`src/rtl/pico_bus_fabric.sv`:
```
// rtl/pico_bus_fabric.sv - picorv32 memory-bus fabric with slave regions, port bank and bus-error reporting
//
// Decodes cpu_addr[31:28] into up to NUM_SLAVES slave regions (region i at
// 4'hi) and an internal output-port bank at 4'hF. Each slave either gets a
// fabric-generated one-wait-state ready (FIXED_LAT_MASK bit set) or is
// waited on through s_ready with a TIMEOUT-cycle watchdog. Unmapped and
// timed-out accesses still complete, return zero and raise the sticky o_err.
//
// Ports:
//   clk, rst          single clock, synchronous active-high reset
//   cpu_valid/addr/wdata/wstrb/ready/rdata   picorv32 native memory interface
//   s_sel             per-slave access qualifier (addr/wdata/wstrb come from the CPU bus)
//   s_ready           per-slave completion, handshake-mode slaves only
//   s_rdata           slave read data, slave i at [32i+31:32i]
//   o_port            output port registers, port k at [32k+31:32k]
//   o_err             sticky bus-error flag
module pico_bus_fabric #(
   parameter int                    NUM_SLAVES     = 4,
   parameter logic [NUM_SLAVES-1:0] FIXED_LAT_MASK = '1,
   parameter int                    NUM_PORTS      = 3,
   parameter int                    TIMEOUT        = 255
) (
   input  logic                      clk,
   input  logic                      rst,
   input  logic                      cpu_valid,
   input  logic [31:0]               cpu_addr,
   input  logic [31:0]               cpu_wdata,
   input  logic [3:0]                cpu_wstrb,
   output logic                      cpu_ready,
   output logic [31:0]               cpu_rdata,
   output logic [NUM_SLAVES-1:0]     s_sel,
   input  logic [NUM_SLAVES-1:0]     s_ready,
   input  logic [NUM_SLAVES*32-1:0]  s_rdata,
   output logic [NUM_PORTS*32-1:0]   o_port,
   output logic                      o_err
);

   typedef enum logic [1:0] {S_IDLE, S_WAIT, S_RESP} state_t;

   state_t      state;
   logic [15:0] cnt;
   logic [31:0] rdata_q;
   logic        fixed_q;
   logic [31:0] err_addr;
   logic [31:0] port_q [NUM_PORTS];

   logic [3:0]   r;
   logic [5:0]   w;
   logic         is_slave, is_port, is_fixed, sl_ready, timed_out;
   logic         err_set, err_clr, port_we;
   logic [31:0]  sl_rdata, port_rd;

   // Slave-side vectors widened to all 16 regions so a 4-bit region index
   // can select from them without running off the end.
   logic [15:0]  fixed_ext;
   logic [15:0]  ready_ext;
   logic [511:0] rdata_ext;

   assign r         = cpu_addr[31:28];
   assign w         = cpu_addr[7:2];
   assign fixed_ext = 16'(FIXED_LAT_MASK);
   assign ready_ext = 16'(s_ready);
   assign rdata_ext = 512'(s_rdata);

   assign is_slave  = {28'd0, r} < 32'(NUM_SLAVES);
   assign is_port   = (r == 4'hF);
   assign is_fixed  = is_slave & fixed_ext[r];
   assign sl_ready  = is_slave & ready_ext[r];
   assign sl_rdata  = rdata_ext[{r, 5'd0} +: 32];

   // Counter reads k-1 in the k-th cycle of the access (first WAIT cycle is 1),
   // so matching TIMEOUT-2 leaves WAIT in cycle TIMEOUT-1 and responds in TIMEOUT.
   assign timed_out = (cnt == 16'(TIMEOUT - 2));

   assign err_set = cpu_valid &
                    (((state == S_IDLE) & ~is_slave & ~is_port) |
                     ((state == S_WAIT) & ~sl_ready & timed_out));
   assign port_we = cpu_valid & (state == S_IDLE) & is_port;
   assign err_clr = port_we & (w == 6'd63) & cpu_wstrb[0] & cpu_wdata[0];

   always_comb begin
      port_rd = '0;
      for (int k = 0; k < NUM_PORTS; k++)
         if (w == 6'(k)) port_rd = port_q[k];
      if (w == 6'd62) port_rd = err_addr;
      if (w == 6'd63) port_rd = {31'd0, o_err};
   end

   always_comb begin
      s_sel = '0;
      for (int i = 0; i < NUM_SLAVES; i++)
         s_sel[i] = cpu_valid & (r == 4'(i)) & (state != S_RESP) & ~rst;
   end

   assign cpu_ready = (state == S_RESP) & ~rst;
   // Fixed-latency slaves present their data in the response cycle itself.
   assign cpu_rdata = fixed_q ? sl_rdata : rdata_q;

   for (genvar k = 0; k < NUM_PORTS; k++) begin : g_port
      assign o_port[32*k +: 32] = port_q[k];
   end

   always_ff @(posedge clk) begin
      if (rst) begin
         state    <= S_IDLE;
         cnt      <= '0;
         rdata_q  <= '0;
         fixed_q  <= 1'b0;
         o_err    <= 1'b0;
         err_addr <= '0;
         for (int k = 0; k < NUM_PORTS; k++) port_q[k] <= '0;
      end else begin
         case (state)
            S_IDLE: begin
               cnt     <= '0;
               fixed_q <= 1'b0;
               if (cpu_valid) begin
                  if (is_slave && !is_fixed) begin
                     if (sl_ready) begin
                        state   <= S_RESP;
                        rdata_q <= sl_rdata;
                     end else begin
                        state   <= S_WAIT;
                     end
                  end else begin
                     state   <= S_RESP;
                     fixed_q <= is_fixed;
                     rdata_q <= is_port ? port_rd : 32'd0;
                  end
               end
            end
            S_WAIT: begin
               if (!cpu_valid) begin
                  state <= S_IDLE;
               end else if (sl_ready) begin
                  state   <= S_RESP;
                  rdata_q <= sl_rdata;
               end else if (timed_out) begin
                  state   <= S_RESP;
                  rdata_q <= '0;
               end else begin
                  cnt <= cnt + 16'd1;
               end
            end
            default: begin
               state   <= S_IDLE;
               fixed_q <= 1'b0;
            end
         endcase

         // Set takes priority over a coincident clear.
         if (err_set) begin
            o_err    <= 1'b1;
            err_addr <= cpu_addr;
         end else if (err_clr) begin
            o_err    <= 1'b0;
         end

         for (int k = 0; k < NUM_PORTS; k++)
            if (port_we && w == 6'(k))
               for (int b = 0; b < 4; b++)
                  if (cpu_wstrb[b]) port_q[k][8*b +: 8] <= cpu_wdata[8*b +: 8];
      end
   end

endmodule

```
`config.mk`:
```
export PLATFORM = sky130hd
export DESIGN_NAME = pico_bus_fabric
export DESIGN_NICKNAME = d
export VERILOG_FILES = /design/src/rtl/pico_bus_fabric.sv
export SDC_FILE = /design/constraint.sdc
export NUM_CORES = 1
export LEC_CHECK = 0
export ABC_AREA = 1
export CAP_MARGIN = 10
export CORE_MARGIN = 2
export CORE_UTILIZATION = 30
export CTS_CLUSTER_SIZE = 20
export DETAILED_ROUTE_END_ITERATION = 10
export PLACE_DENSITY_LB_ADDON = 0.15
export SLEW_MARGIN = 20
export SYNTH_ARGS = -nofsm -noshare
export SYNTH_HDL_FRONTEND = slang
export SYNTH_SLANG_ARGS = --single-unit
```
`constraint.sdc`:
```
create_clock -name clk -period 3.6 [get_ports clk]
set_clock_uncertainty 0.15 [all_clocks]
set_input_delay 0.36 -clock clk [delete_from_list [all_inputs] [get_ports clk]]
set_output_delay 0.36 -clock clk [all_outputs]
set_load 0.02 [all_outputs]
```
==> results.sh <==
export IMPL_netlist_area_leader_share=0.2829
export IMPL_ys_warn_count=0
export IMPL_synthFlopType="edfxtp_1"
export IMPL_nets=1986
export IMPL_max_freq_ghz=0.2948
export IMPL_power_w=0.005095
export IMPL_ys_top_cells_by_area="edfxtp_1 28%, nand2_1 18%, dfxtp_1 17%, nor2_1 8.5%, nand3_1 6.2%"
export IMPL_crit_path_end_kind="output pin"
export IMPL_detail_route_antenna_nets=0
export IMPL_insertion_delay_ns=0.44
export IMPL_ctsResizeCount=0
export IMPL_synth_mux_area_frac=0
export IMPL_synth_fa_ha_area_frac=0.002455
export IMPL_start_kind="input pin"
export IMPL_grt_pass1_wl_um=61180
export IMPL_cpMaxStageDelayCell="clkdlybuf4s50_1"
export IMPL_max_stage_delay_ns=0.68
export IMPL_die_y_um=188.3
export IMPL_portBuffers=336
export IMPL_synth_nets=1684
export IMPL_syn_avg_cell_area_sq_um=6.890
export IMPL_antennaDiodeCount=0
export IMPL_seq_power_share=0.449
export IMPL_finalSetupViolCount=0
export IMPL_numCtsBuffers=17
export IMPL_synth_most_common_cell="nand2_1"
export IMPL_track_usage=0.2248
export IMPL_power_density_mw_per_mm2=348.5
export IMPL_switching_share=0.2913
export IMPL_start_util=0.3039
export IMPL_cp_max_fo=23
export IMPL_dieArea_sq_mm=0.03546
export IMPL_first_pass_iters=6
export IMPL_fin_crit_ns=3.392
export IMPL_power_switching_w=0.001484
export IMPL_whs_ns=0.3293
export IMPL_layout_drive_gt1_share=0.05686
export IMPL_ir_drop_v=0.0002755
export IMPL_synth_cells=1479
export IMPL_design_area_sq_mm=0.01462
export IMPL_drc=0
export IMPL_cts_sinks=180
export IMPL_first_iter_violations=720
export IMPL_routed_wl_um=40600
export IMPL_rows=67
export IMPL_cts_tree="done"
export IMPL_relSlewSlack=0.4226
export IMPL_first_global_vias=10324
export IMPL_pin_count=337
export IMPL_power_frac_comb=0.176
export IMPL_critPathKind="in -> out"
export IMPL_grt_max_degree=78
export IMPL_synth_top_family_by_area="simple AND/OR/NAND/NOR gates"
export IMPL_cts_setup_buffers=0
export IMPL_antenna_found_initial=1
export IMPL_crit_chain="clkdlybuf4s50_1 -> nand2_1 -> inv_2 -> buf_4 -> nand2_1 -> nand4_1 -> nand2_1 -> o21ai_0 -> clkdlybuf4s50_1"
export IMPL_overflow=0
export IMPL_hold_viol=0
export IMPL_htree_levels=4
export IMPL_dp_hpwl_um=30540
export IMPL_clockPowerShare=0.375
export IMPL_outcome="complete, no violations"
export IMPL_vias_per_cell=4.744
export IMPL_place_ws_ns=0.2352
export IMPL_async_flop_share=0
export IMPL_ctsHoldBuffers=0
export IMPL_arrival_ns=2.88
export IMPL_die_width_um=188.3
export IMPL_maxCapViolCount=0
export IMPL_clk_pin_slew_ns=0.07
export IMPL_worstMarginPinSlew_ns=0.8661
export IMPL_slew_viol_final=0
export IMPL_path_common_cell="nand2_1"
export IMPL_gp_congestion=0.9558
export IMPL_synth_edff_count=96
export IMPL_fin_crit_sh=0.9421
export IMPL_synth_simple_gate_area_frac=0.3676
export IMPL_core_sq_mm=0.03353
export IMPL_layout_setup_ws_ns=0.2084
export IMPL_synth_area_leader_cell="edfxtp_1"
export IMPL_p_int_w=0.003611
export IMPL_ys_ff_latch=180
export IMPL_rsz0062_at_grt="no"
export IMPL_tns_ns=0
export IMPL_synth_xor_area_share=0.004297
export IMPL_cp_data_required_time_ns=3.09
export IMPL_synth_compound_area_frac=0.09061
export IMPL_synth_area_sq_mm=0.01019
export IMPL_vias=10636
export IMPL_hold_path_class="reg -> reg"
export IMPL_placed_cell_area_sq_mm=0.01403
export IMPL_root_buffer="clkbuf_16"
export IMPL_p_leak_nw=5.940
export IMPL_synthToLayoutAreaGrowth_pct=43.49
export IMPL_ys_seq_area_frac=0.4479
export IMPL_wl_per_cell_um=18.11
export IMPL_synthTopCellsByCount="487 x nand2_1, 230 x nor2_1, 126 x nand3_1"
export IMPL_cts_buffer_depth=2
export IMPL_synth_distinct_cells=33
## power groups by stage
stage / registers (W) / logic (W) / clock network [W]
after floorplan: 0.00237 / 0.000372 / 0
after global placement: 0.00233 / 0.000898 / 0
after detailed placement: 0.00233 / 0.000901 / 0
after CTS: 0.00229 / 0.000906 / 0.00195
after global routing: 0.00230 / 0.000980 / 0.00202
final: 0.00229 / 0.000899 / 0.00191
## flip-flops by register name, indices dropped and copies added, names as in the netlist
| signal | cells |
|---|---|
| port_q | 96 |
| rdata_q | 32 |
| state | 2 |
| cnt | 16 |
| o_err | 1 |
| fixed_q | 1 |
| err_addr | 32 |
## kinds of logic after synthesis
kind of cell / after synthesis
buffers and inverters: 211
and+or+nand+nor: 906
adders and majority gates: 2
DFF: 180
xor gates and xnor gates: 5
AOI/OAI and AO/OA: 175
## layout by cell type, fill, tap and decap left out, types with 2 or more instances in the layout
cell type        netlist  routed
and2_1                 2       2
inv_1                114     114
inv_6                  0       4
nand3_1              126     126
nand4_1               36      36
clkinv_8               0       4
nor2_4                 3       3
o21bai_1               2       2
or2_2                  6       6
a21boi_1               6       6
ha_1                   2       2
clkinv_1               3       3
dfxtp_1               84      83
a21oi_1               87      87
edfxtp_1              96      96
a22oi_1                4       4
nor2_1               230     224
nand2_2                6       8
buf_12                 0       5
a21boi_0               2       2
inv_2                  7       8
inv_8                  0       3
clkdlybuf4s50_1        0     335
o21ai_0               69      69
nor3_1                 3       3
clkinv_4               0       2
o211ai_1               5       5
xnor2_1                4       4
nand3_2                2       2
nor4_1                 3       3
nor2_2                 1       7
nand2_1              487     485
buf_4                  5      29
clkbuf_16              0      17
## layer usage
layer  wire length [um]  global-route usage
met1              19120              0.3177
met2              17490              0.3487
met3               3600             0.05737
met5                 13                   0
met4                378             0.04267
## critical path: cells and delay by family
family	cells	cell delay [ns]
AND/OR/NAND/NOR	4	0.42
buffers and inverters	4	1.88
AO/OA/AOI/OAI	1	0.20
## metrics by stage
step,util,instances
6_report,0.4361,2242
5_1_grt,0.4361,2242
4_1_cts,0.4361,2242
3_5_place_dp,0.4183,2210
3_3_place_gp,0.4183,2210
2_1_floorplan,-,1479
## worst paths after layout
check                from       endpoint  slack (ns)  cells past startpoint
max          cpu_addr[28]  cpu_rdata[14]        0.21                      9
min          err_addr[15]   err_addr[15]        0.33                      2
max reg2reg      state[1]    rdata_q[20]        0.89                     10
min reg2reg  err_addr[15]   err_addr[15]        0.33                      2
## area by class of cell
class                      count  area [sq um]
clock buffer                  17         425.4
clock inverter                15         171.4
fill                        3569         18910
inverter                     124         465.4
multi-input combinational   1088          4758
sequential                   180          4566
tap                          448         560.5
timing repair buffer         370          3676
Power figures use the tool's default switching activity.
